### src/rtl/dma_write_scheduler.sv
// Round-robin scheduler sharing one DMA write engine among NUM_CH descriptor channels.
// Grants one channel at a time, launches the engine, and reports a per-job completion status.
module dma_write_scheduler #(
    parameter int CH_W    = 2,
    parameter int LEN_W   = 6,
    parameter int TIMEOUT = 1024,
    parameter int TO_W    = 16,
    localparam int NUM_CH = 2 ** CH_W
) (
    input  logic                    clk,
    input  logic                    rst,
    input  logic                    enable,
    input  logic [NUM_CH-1:0]       req_valid,
    input  logic [NUM_CH*32-1:0]    req_addr,
    input  logic [NUM_CH*LEN_W-1:0] req_len,
    output logic [NUM_CH-1:0]       req_ready,
    output logic                    eng_trigger,
    output logic [31:0]             eng_dest_addr,
    output logic [LEN_W-1:0]        eng_length,
    input  logic                    eng_done,
    output logic                    cmpl_valid,
    output logic [CH_W-1:0]         cmpl_ch,
    output logic [1:0]              cmpl_status,
    output logic                    busy,
    output logic [CH_W-1:0]         cur_ch
);

    localparam logic [2:0] S_IDLE   = 3'd0;
    localparam logic [2:0] S_GRANT  = 3'd1;
    localparam logic [2:0] S_LAUNCH = 3'd2;
    localparam logic [2:0] S_BUSY   = 3'd3;
    localparam logic [2:0] S_CMPL   = 3'd4;

    localparam logic [1:0] ST_OK      = 2'b00;
    localparam logic [1:0] ST_TIMEOUT = 2'b01;
    localparam logic [1:0] ST_ZERO    = 2'b10;

    logic [2:0]       state;
    logic [2:0]       state_nx;
    logic [CH_W-1:0]  rr_ptr;
    logic [TO_W-1:0]  timer;
    logic [CH_W-1:0]  pick;
    logic             pick_found;
    logic [31:0]      sel_addr;
    logic [LEN_W-1:0] sel_len;
    logic             timer_expired;

    // First requester after the last completed channel, wrapping modulo NUM_CH.
    always_comb begin
        pick       = '0;
        pick_found = 1'b0;
        for (int i = 1; i <= NUM_CH; i++) begin
            if (!pick_found && req_valid[rr_ptr + CH_W'(i)]) begin
                pick       = rr_ptr + CH_W'(i);
                pick_found = 1'b1;
            end
        end
    end

    assign sel_addr      = req_addr[32*cur_ch +: 32];
    assign sel_len       = req_len[LEN_W*cur_ch +: LEN_W];
    assign timer_expired = (timer == TO_W'(TIMEOUT - 1));

    always_comb begin
        state_nx = state;
        case (state)
            S_IDLE: begin
                if (enable && pick_found) state_nx = S_GRANT;
            end
            S_GRANT: begin
                if (!req_valid[cur_ch])      state_nx = S_IDLE;
                else if (sel_len == '0)      state_nx = S_CMPL;
                else                         state_nx = S_LAUNCH;
            end
            S_LAUNCH: state_nx = S_BUSY;
            S_BUSY: begin
                if (eng_done || timer_expired) state_nx = S_CMPL;
            end
            S_CMPL:  state_nx = S_IDLE;
            default: state_nx = S_IDLE;
        endcase
    end

    // Pulses default low every cycle; each is raised only on the transition that owns it.
    always_ff @(posedge clk or negedge rst) begin
        if (!rst) begin
            state         <= S_IDLE;
            rr_ptr        <= CH_W'(NUM_CH - 1);
            timer         <= '0;
            req_ready     <= '0;
            eng_trigger   <= 1'b0;
            eng_dest_addr <= '0;
            eng_length    <= '0;
            cmpl_valid    <= 1'b0;
            cmpl_ch       <= '0;
            cmpl_status   <= '0;
            busy          <= 1'b0;
            cur_ch        <= '0;
        end else begin
            state       <= state_nx;
            busy        <= (state_nx != S_IDLE);
            req_ready   <= '0;
            eng_trigger <= 1'b0;
            cmpl_valid  <= 1'b0;
            case (state)
                S_IDLE: begin
                    if (state_nx == S_GRANT) cur_ch <= pick;
                end
                S_GRANT: begin
                    if (req_valid[cur_ch]) begin
                        req_ready     <= {{(NUM_CH-1){1'b0}}, 1'b1} << cur_ch;
                        eng_dest_addr <= sel_addr;
                        eng_length    <= sel_len;
                        if (sel_len == '0) begin
                            cmpl_valid  <= 1'b1;
                            cmpl_ch     <= cur_ch;
                            cmpl_status <= ST_ZERO;
                        end
                    end
                end
                S_LAUNCH: begin
                    eng_trigger <= 1'b1;
                    timer       <= '0;
                end
                S_BUSY: begin
                    timer <= timer + 1'b1;
                    // A done arriving on the expiry cycle still counts as success.
                    if (state_nx == S_CMPL) begin
                        cmpl_valid  <= 1'b1;
                        cmpl_ch     <= cur_ch;
                        cmpl_status <= eng_done ? ST_OK : ST_TIMEOUT;
                    end
                end
                S_CMPL: begin
                    rr_ptr <= cur_ch;
                end
                default: ;
            endcase
        end
    end

endmodule

### config.mk
export PLATFORM = sky130hd
export DESIGN_NAME = dma_write_scheduler
export DESIGN_NICKNAME = d
export VERILOG_FILES = /design/src/rtl/dma_write_scheduler.sv
export SDC_FILE = /design/constraint.sdc
export NUM_CORES = 1
export LEC_CHECK = 0
export CAP_MARGIN = 5
export CORE_UTILIZATION = 43
export DETAILED_ROUTE_END_ITERATION = 7
export PLACE_DENSITY_LB_ADDON = 0.05
export SYNTH_ARGS = -nofsm -noshare
export SYNTH_HDL_FRONTEND = slang
export SYNTH_SLANG_ARGS = --single-unit
### constraint.sdc
create_clock -name clk -period 3.3 [get_ports clk]
set_clock_uncertainty 0.05 [all_clocks]
set_input_delay 0.495 -clock clk [delete_from_list [all_inputs] [get_ports clk]]
set_output_delay 0.495 -clock clk [all_outputs]
set_load 0.02 [all_outputs]
==> results of run 1 <==
[registers in the layout, indices dropped and copies added, names as in the netlist, 3 cells and up]
register / cells
state: 3
eng_dest_addr: 32
req_ready: 4
eng_length: 6
timer: 16
[logic make-up after synthesis]
group,synth area share
multiplexers,0.367
buffers and inverters,0.0280
adder cells (fa/ha/maj),0.00318
AO/OA/AOI/OAI,0.0598
flip-flops,0.459
AND/OR/NAND/NOR,0.0830
[through the flow]
step	instance area, sq um	cells
2_1_floorplan	3930	282
3_3_place_gp	6150	589
3_5_place_dp	6150	589
4_1_cts	6420	605
5_1_grt	6420	605
6_report	6420	605
[Yosys cell counts]
cell type,count
nor3_1,4
o21a_1,1
o21ai_4,1
buf_6,1
nand2b_1,4
a22oi_1,1
o31ai_1,3
nor2_1,7
o211ai_1,3
nand3b_1,1
mux2_4,3
nand3_1,8
a21oi_1,5
and4_1,2
o21ai_0,11
and3b_1,1
nor4_2,1
dfstp_2,2
buf_1,1
a22o_1,3
and2_1,1
nor4bb_1,2
and4b_1,1
o22ai_1,1
nor4b_1,1
nand2_1,18
ha_1,1
nand2_2,1
mux2i_1,7
buf_2,7
a21o_1,1
o311ai_0,1
mux2_2,40
nand4_1,3
clkbuf_1,8
mux4_2,39
a31oi_1,2
inv_1,8
o41ai_1,2
or3_1,1
and3_1,3
dfrtp_1,70
nor4_1,1
[area by class of cell]
cell class                 count  area [sq um]
clock buffer                  11           141
clock inverter                 5           128
sequential                    72          1810
inverter                       8          30.0
tap                          108           135
timing repair buffer         216          2150
multi-input combinational    185          2020
fill                         590          2390
[worst register-to-register path, stage by stage (launching register included)]
cell	delay (ns)
dfrtp_2	0.67
mux4_2	0.60
nor4_2	0.34
nand2_2	0.15
o21ai_4	0.23
mux2_4	0.32
[layer usage]
layer	routed length, um	GRT usage
met1	4260	0.287
met2	6300	0.475
met3	717	0.0698
met4	197	0.0839
met5	0	0
[where the power goes]
part	internal [mW]	switching, mW	leakage, nW
registers	1.23	0.287	0.899
logic	1.47	1.15	1.53
clock network	0.600	0.328	0.130
total	3.30	1.76	2.56
[worst paths after layout]
check                                    to  slack, ns
min in group clk                   timer[7]       0.44
min reg2reg                        timer[7]       0.44
min                            req_ready[0]       0.05
max reg2reg                  cmpl_status[0]       0.83
max                               cur_ch[1]       0.64
max in group asynchronous  eng_dest_addr[6]       2.51
==> summary.md, run 1 <==
| Metric | Value |
|---|---|
| Status | `complete, but fails checks` |
| Violations in the final reports | `design-rule violations` |
| Most frequent cells in the layout | `209 x clkdlybuf4s50_1, 68 x dfrtp_1, 40 x mux2_2` |
| CP cell instances | `buf_4 > clkdlybuf4s50_1` |
| CTS resizes | `0` |
| #FFs+latches synth | `between 70 and 80` |
| Final global-route overflow total | `0` |
| Hold Path Class | `in -> async` |
| Final nets | `approximately 650` |
| Maxcap violations | `0` |
| Peak VDD IR | `between 0.0004 and 0.0005 V` |
| Worst-skew pair later-pin latency | `between 0.3 and 0.4 ns` |
| Syn. warnings | `0` |
| Area of the core | `a little under 0.009 sq mm` |
| Layout area overhead | `63.2%` |
| Pin count of the biggest net entering global routing | `34` |
| Cells after Synth | `about 280` |
| CP delay by family, top | `buffers and inverters` |
| Routed wire length | `between 10000 and 15000 um` |
| Mapped Nets | `roughly 440` |
| Worst Slack Setup Final | `0.639 ns` |
| Total power | `approximately 5 mW` |
| Total GRT Usage | `0.258` |
| Reg-to-Reg Start | `cur_ch[0]` |
| Remaining antenna violation count | `0` |
| Max-slew violations | `0` |
| CTS Hold Bufs | `0` |
| Endpoints failing setup | `0` |
| DRC | `12` |
| Syn Area/Cell | `between 10 and 15 sq um` |
| Synth Cell Area | `between 0.003 and 0.004 sq mm` |
| Seq/Total Area, Yosys | `0.459` |
| Crit start category | `flop` |
| Crit path required time | `2.75 ns` |
| Horiz. Die Dim | `between 90 and 100 um` |
| Drt first pass iters | `6` |
| Pleak | `2.56 nW` |
| Die H | `97.6 um` |
| Peak Freq | `approximately 380 MHz` |
| DP Worst Slack | `0.668 ns` |
| Antenna violations before repair | `0` |
| Fin. Hold Viols | `0` |
| Fin crit period | `2.66 ns` |
| CTS root buf | `clkbuf_8` |
| Clk slew on worst S/H paths | `0.08 ns` |
| CTS H-tree lvls | `3` |
| PwrDens | `roughly 790 mW/mm^2` |
| Synth unique cells | `43` |
| TritonCTS clock tree | `yes` |
| Top cell type's share of synthesized area | `0.445` |
| Leading area contributor after synthesis | `dfrtp_1` |
| Initial drt markers | `between 90 and 100` |
| Period utilisation layout | `0.806` |
| Crit path depth | `2` |
| Slew @ Worst Pin | `roughly 0.94 ns` |
| TritonCTS buffer count | `9` |
| Worst-case clock buffer depth | `2` |
| IO Port Bufs | `between 200 and 250` |
| Worst hold slack | `between 0.05 and 0.06 ns` |
| ANT cells | `0` |
| RSZ-0062 raised after global routing | `no` |
| Setup crit start | `cur_ch[1]` |
| Gpl congestion | `roughly 0.8` |
| CP Class | `reg -> out` |
| First-pass GRT wire length | `between 15000 and 20000 um` |
| Initial core utilization | `0.447` |
| Endpoint class of the critical path | `output port` |
| Synth area leaders | `dfrtp_1 45%, mux4_2 22%, mux2_2 11%` |
| Post-CTS Setup Repair Bufs | `0` |
| Worst path bufs/invs | `2` |
| Top fanout value on the critical path | `27` |
| Std cell rows | `34` |
| DIE AREA | `approximately 0.0095 sq mm` |
| Most common cell after layout, fill and taps aside | `clkdlybuf4s50_1` |
| Layout cells sized above 1 | `0.225` |
| Critical Path AT | `approximately 2.1 ns` |
| Final Core Density | `0.729` |
| Vias | `between 3k and 4k` |
| Crit-path slowest cell | `clkdlybuf4s50_1` |
| Routed WL per cell | `~19 um` |
| Setup TNS | `0 ns` |
| Dpl hpwl | `just over 9000 um` |
| R2r worst-path depth | `5` |
| Slowest stage delay, CP | `a little under 0.7 ns` |
| I/O Pins | `about 210` |
| Clock Sink Count | `a little over 70` |
| Slew headroom | `0.366` |
| Vias per cell | `5.49` |
| Vias in the first global route | `roughly 3.7k` |
No activity file was read; power rests on OpenSTA's default activity.
==> run 2: changes to the inputs <==
Settings changed: CORE_UTILIZATION 43 to 40.
Clock period 3.3 ns to 2.5 ns, I/O delays scaled along.
==> summary.md, run 2 (synthesized netlist as in run 1, its figures left out) <==
| Metric | Value |
|---|---|
| Worst Slack Setup Final | `0.212 ns (was 0.639 ns)` |
| Critical Path AT | `2.46 ns (was 2.12 ns)` |
| Antenna violations before repair | `0 (unchanged)` |
| Remaining antenna violation count | `0 (unchanged)` |
| Maxcap violations | `0 (unchanged)` |
| RSZ-0062 raised after global routing | `no (unchanged)` |
| Layout area overhead | `64.3% (was 63.2%)` |
| Pin count of the biggest net entering global routing | `38 (was 34)` |
| Layout cells sized above 1 | `0.238 (was 0.225)` |
| Crit path required time | `2.67 ns (was 2.75 ns)` |
| CTS H-tree lvls | `3 (unchanged)` |
| Endpoints failing setup | `0 (unchanged)` |
| Endpoint class of the critical path | `flop (was output port)` |
| Largest regs | `eng_dest_addr: 32 flops, timer: 16 flops, eng_length: 6 flops (unchanged)` |
| Vias | `3350 (was 3323)` |
| Vias in the first global route | `3649 (was 3689)` |
| Std cell rows | `35 (was 34)` |
| IO Port Bufs | `210 (unchanged)` |
| Flop-to-flop setup slack | `0.21 ns (was 0.83 ns)` |
| Top fanout value on the critical path | `29 (was 27)` |
| DIE AREA | `0.0102 sq mm (was 0.00953 sq mm)` |
| Most common cell after layout, fill and taps aside | `clkdlybuf4s50_1 (unchanged)` |
| Cells after DPL | `620 (was 589)` |
| Status | `complete, no violations (was complete, but fails checks)` |
| CTS root buf | `clkbuf_8 (unchanged)` |
| Horiz. Die Dim | `101 um (was 97.6 um)` |
| Most frequent cells in the layout | `209 x clkdlybuf4s50_1, 68 x dfrtp_1, 40 x mux2_2 (unchanged)` |
| Clock Sink Count | `72 (unchanged)` |
| Routed wire length | `11500 um (about the same)` |
| Total power | `6.41 mW (was 5.06 mW)` |
| Design Area, Final | `0.00646 sq mm (was 0.00642 sq mm)` |
| Peak VDD IR | `0.000455 V (was 0.000439 V)` |
| Dpl hpwl | `9430 um (was 9210 um)` |
| Peak Freq | `around 440 MHz` |
| Final global-route overflow total | `0 (unchanged)` |
| Worst-case clock buffer depth | `2 (unchanged)` |
| Gpl congestion | `0.868 (was 0.812)` |
| Fill cells | `751 (was 590)` |
| CP Class | `reg -> reg (was reg -> out)` |
| Fin cells | `637 (was 605)` |
| Die H | `101 um (was 97.6 um)` |
| Crit start category | `flop (unchanged)` |
| ANT cells | `0 (unchanged)` |
| Area occupied by multi-input gates | `0.00202 sq mm (unchanged)` |
| PwrDens | `992 mW/mm^2 (was 789 mW/mm^2)` |
| Cell Area, Placed | `0.00626 sq mm (was 0.00615 sq mm)` |
| Period utilisation layout | `0.915` |
| Area of the core | `0.00937 sq mm (was 0.00881 sq mm)` |
| Biggest register | `eng_dest_addr (unchanged)` |
| Routed WL per cell | `18.0 um (was 19.0 um)` |
| Slew @ Worst Pin | `0.503 ns (was 0.939 ns)` |
| TritonCTS buffer count | `9 (unchanged)` |
| Slew headroom | `0.665 (was 0.366)` |
| Vias per cell | `5.26 (was 5.49)` |
| Fin. Hold Viols | `0 (unchanged)` |
| Pleak | `2.58 nW (was 2.56 nW)` |
| I/O Pins | `211 (unchanged)` |
| CTS Hold Bufs | `1 (was 0)` |
| Clk slew on worst S/H paths | `0.07 ns (was 0.08 ns)` |
| CTS resizes | `0 (unchanged)` |
| First-pass GRT wire length | `18100 um (was 18700 um)` |
| Total GRT Usage | `0.239 (was 0.258)` |
| Fin crit period | `roughly 2.3 ns` |
| Initial drt markers | `65 (was 95)` |
| TritonCTS clock tree | `yes (unchanged)` |
| Max-slew violations | `0 (unchanged)` |
| DP Worst Slack | `-0.0169 ns (was 0.668 ns)` |
| Sequential cell area | `0.00181 sq mm (unchanged)` |
| Hold Path Class | `reg -> reg (was in -> async)` |
| Initial core utilization | `0.420 (was 0.447)` |
| Post-CTS Setup Repair Bufs | `0 (unchanged)` |
| Worst-skew pair later-pin latency | `0.34 ns (about the same)` |
| Final nets | `664 (was 653)` |
| Largest register FFs | `32 (unchanged)` |
| DRC | `0 (was 12)` |
| Final Core Density | `0.689 (was 0.729)` |
| Drt first pass iters | `5 (was 6)` |
## run 2: changes by cell type in the layout (fill, tap and decap cells not counted), sizes merged
cell,delta
buf,+10
clkinvlp,-1
bufinv,-3
clkbuf,+1
dlygate4sd3,+1
clkinv,+3
## run 2: cell type report
type,instances,area share
Tap cell,129,0.0250
Sequential cell,72,0.280
Multi-Input combinational cell,185,0.313
Clock buffer,12,0.0225
Clock inverter,4,0.00697
Inverter,8,0.00465
Timing Repair Buffer,227,0.349
## run 2: metrics by stage
| stage | hold WS (ns) | setup TNS [ns] |
|---|---|---|
| 6_report | 0.427 | 0 |
| 5_1_grt | 0.466 | 0 |
| 4_1_cts | 0.436 | 0 |
| 3_5_place_dp | 0.325 | -0.0487 |
| 3_3_place_gp | 0.314 | 0 |
| 2_1_floorplan | 0.0294 | 0 |
## run 2: where the power goes
part	internal (mW)	switching (mW)	total, mW
registers	1.62	0.306	1.93
logic	2.02	1.57	3.59
clock network	0.484	0.410	0.894
total	4.13	2.28	6.41
## run 2: path summary, 6_finish.rpt
check / depth (start not counted) / end / start
setup / recovery: 5 / eng_dest_addr[11] / cur_ch[0]
hold / removal: 1 / timer[7] / timer[7]
setup reg to reg: 5 / eng_dest_addr[11] / cur_ch[0]
hold reg to reg: 1 / timer[7] / timer[7]
max in group asynchronous: 3 / rr_ptr[1] / rst
min in group asynchronous: 2 / eng_dest_addr[5] / rst
## run 2: critical path: stages (launching register included)
cell and delay (ns):
dfrtp_2 0.47, buf_4 0.30, mux4_2 0.56, nand2_2 0.19, buf_12 0.23, mux2_2 0.35
## run 2: per-layer routing
layer,global-route usage,up-vias,share of wire
met2,0.421,116,0.53
li1,-,1541,-
met1,0.273,1670,0.38
met4,0.107,0,0.026
met5,0,-,0
met3,0.0649,23,0.066
==> run 3: changes to the inputs <==
Settings changed: CORE_UTILIZATION 40 to 41, CTS_BUF_LIST from default to sky130_fd_sc_hd__clkbuf_2 sky130_fd_sc_hd__clkbuf_4 sky130_fd_sc_hd__clkbuf_8, SKIP_LAST_GASP from default to 1.
==> summary.md, run 3 (synthesized netlist as in run 1, its figures left out) <==
| Metric | Value |
|---|---|
| Std cell rows | `35 (unchanged)` |
| Largest register FFs | `32 (unchanged)` |
| Top fanout value on the critical path | `12 (was 29)` |
| Clk slew on worst S/H paths | `0.08 ns (was 0.07 ns)` |
| Fin crit period | `2.36 ns (was 2.29 ns)` |
| Worst-skew pair later-pin latency | `0.35 ns (was 0.34 ns)` |
| Peak VDD IR | `0.000482 V (was 0.000455 V)` |
| Cell Area, Placed | `0.00626 sq mm (about the same)` |
| CTS H-tree lvls | `3 (unchanged)` |
| RSZ-0062 raised after global routing | `no (unchanged)` |
| Largest regs | `eng_dest_addr: 32 flops, timer: 16 flops, eng_length: 6 flops (unchanged)` |
| Maxcap violations | `0 (unchanged)` |
| Layout area overhead | `64.9% (was 64.3%)` |
| Slew headroom | `0.597 (was 0.665)` |
| Final nets | `663 (was 664)` |
| Final global-route overflow total | `0 (unchanged)` |
| Critical Path AT | `1.94 ns (was 2.46 ns)` |
| CTS root buf | `clkbuf_8 (unchanged)` |
| Fin. Hold Viols | `0 (unchanged)` |
| Hold Path Class | `reg -> reg (unchanged)` |
| I/O Pins | `211 (unchanged)` |
| Initial core utilization | `0.424 (was 0.420)` |
| DIE AREA | `0.00999 sq mm (was 0.0102 sq mm)` |
| Pin count of the biggest net entering global routing | `50 (was 38)` |
| Horiz. Die Dim | `99.9 um (was 101 um)` |
| Clock Sink Count | `72 (unchanged)` |
| Vias in the first global route | `3656 (was 3649)` |
| Dpl hpwl | `8790 um (was 9430 um)` |
| Max-slew violations | `0 (unchanged)` |
| TritonCTS clock tree | `yes (unchanged)` |
| Slew @ Worst Pin | `0.605 ns (was 0.503 ns)` |
| Remaining antenna violation count | `0 (unchanged)` |
| Routed WL per cell | `17.0 um (was 18.0 um)` |
| Peak Freq | `423 MHz (was 437 MHz)` |
| Worst-case clock buffer depth | `2 (unchanged)` |
| Total power | `6.54 mW (was 6.41 mW)` |
| Routed wire length | `10800 um (was 11500 um)` |
| Status | `complete, no violations (unchanged)` |
| Final Core Density | `0.699 (was 0.689)` |
| ANT cells | `0 (unchanged)` |
| Antenna violations before repair | `0 (unchanged)` |
| CP Class | `reg -> out (was reg -> reg)` |
| First-pass GRT wire length | `17600 um (was 18100 um)` |
| PwrDens | `1010 mW/mm^2 (was 992 mW/mm^2)` |
| Cells after DPL | `619 (was 620)` |
| Period utilisation layout | `0.945 (was 0.915)` |
| Drt first pass iters | `4 (was 5)` |
| Endpoint class of the critical path | `output port (was flop)` |
| Vias | `3328 (was 3350)` |
| Setup TNS | `0 ns (unchanged)` |
| Gpl congestion | `0.795 (was 0.868)` |
| CTS resizes | `0 (unchanged)` |
| Area of the core | `0.00928 sq mm (was 0.00937 sq mm)` |
| WHS Path Cells | `1 (unchanged)` |
| Die H | `99.9 um (was 101 um)` |
| Fill cells | `703 (was 751)` |
| R2r worst-path depth | `5 (unchanged)` |
| Most frequent cells in the layout | `209 x clkdlybuf4s50_1, 68 x dfrtp_1, 40 x mux2_2 (unchanged)` |
| DRC | `0 (unchanged)` |
| Endpoints failing setup | `0 (unchanged)` |
| Total GRT Usage | `0.233 (was 0.239)` |
| Initial drt markers | `72 (was 65)` |
| Layout cells sized above 1 | `0.241 (was 0.238)` |
| IO Port Bufs | `210 (unchanged)` |
| Most common cell after layout, fill and taps aside | `clkdlybuf4s50_1 (unchanged)` |
| Vias per cell | `5.23 (was 5.26)` |
| Pleak | `2.59 nW (was 2.58 nW)` |
| TritonCTS buffer count | `9 (unchanged)` |
| Crit path required time | `2.08 ns (was 2.67 ns)` |
| Biggest register | `eng_dest_addr (unchanged)` |
| Crit start category | `flop (unchanged)` |
| Design Area, Final | `0.00648 sq mm (was 0.00646 sq mm)` |
| Fin cells | `636 (was 637)` |
-- run 3: cell types whose count changed in the layout (fill, tap and decap cells not counted), sizes merged --
cell,before,now
buf,17,16
bufinv,1,2
clkbuf,12,9
clkinvlp,0,1
inv,8,9
-- run 3: final cells by class --
cell class	instances	area [sq um]	share of cell area
repair buffers	226	2250	0.347
multi-input cells	185	2020	0.312
flip-flops and latches	72	1810	0.279
well taps	129	161	0.0249
clock buffers	9	124	0.0191
clock inverters	7	95.1	0.0147
inverters	8	30.0	0.00463
-- run 3: what timing repair did --
action,4_1_cts,5_1_grt
buffers inserted,0,0
hold endpoints to repair,10,0
hold buffers,1,0
setup endpoints to repair,0,0
-- run 3: report_power, final --
part	internal, mW	switching [mW]
clock	0.563	0.450
sequential	1.62	0.314
combinational	2.04	1.56
-- run 3: through the flow --
step	hold slack (ns)	worst slack [ns]
5_1_grt	0.473	0.0556
2_1_floorplan	0.0294	0.265
3_3_place_gp	0.374	0.0633
4_1_cts	0.439	0.103
3_5_place_dp	0.383	0.0348
6_report	0.431	0.138
-- run 3: worst paths after layout --
kind,start,end,slack [ns]
max,cur_ch[1],cur_ch[1],0.14
min,timer[7],timer[7],0.43
max reg2reg,cur_ch[0],cmpl_status[0],0.25
min reg2reg,timer[7],timer[7],0.43
max in group asynchronous,rst,timer[2],1.25
min in group asynchronous,rst,eng_dest_addr[6],0.52
-- run 3: routing by layer --
| layer | track usage | up-vias | part of all wire | wire length (um) |
|---|---|---|---|---|
| li1 | - | 1544 | - | - |
| met1 | 0.250 | 1626 | 0.37 | 4050 |
| met2 | 0.406 | 129 | 0.52 | 5620 |
| met3 | 0.0766 | 29 | 0.067 | 730 |
| met4 | 0.126 | 0 | 0.039 | 424 |
| met5 | 0 | - | 0 | 0 |
-- run 3: worst max-delay path: stages (launching register included) --
cell and delay [ns]:
dfrtp_2 0.55, buf_4 0.25, buf_4 0.18, clkdlybuf4s50_1 0.61
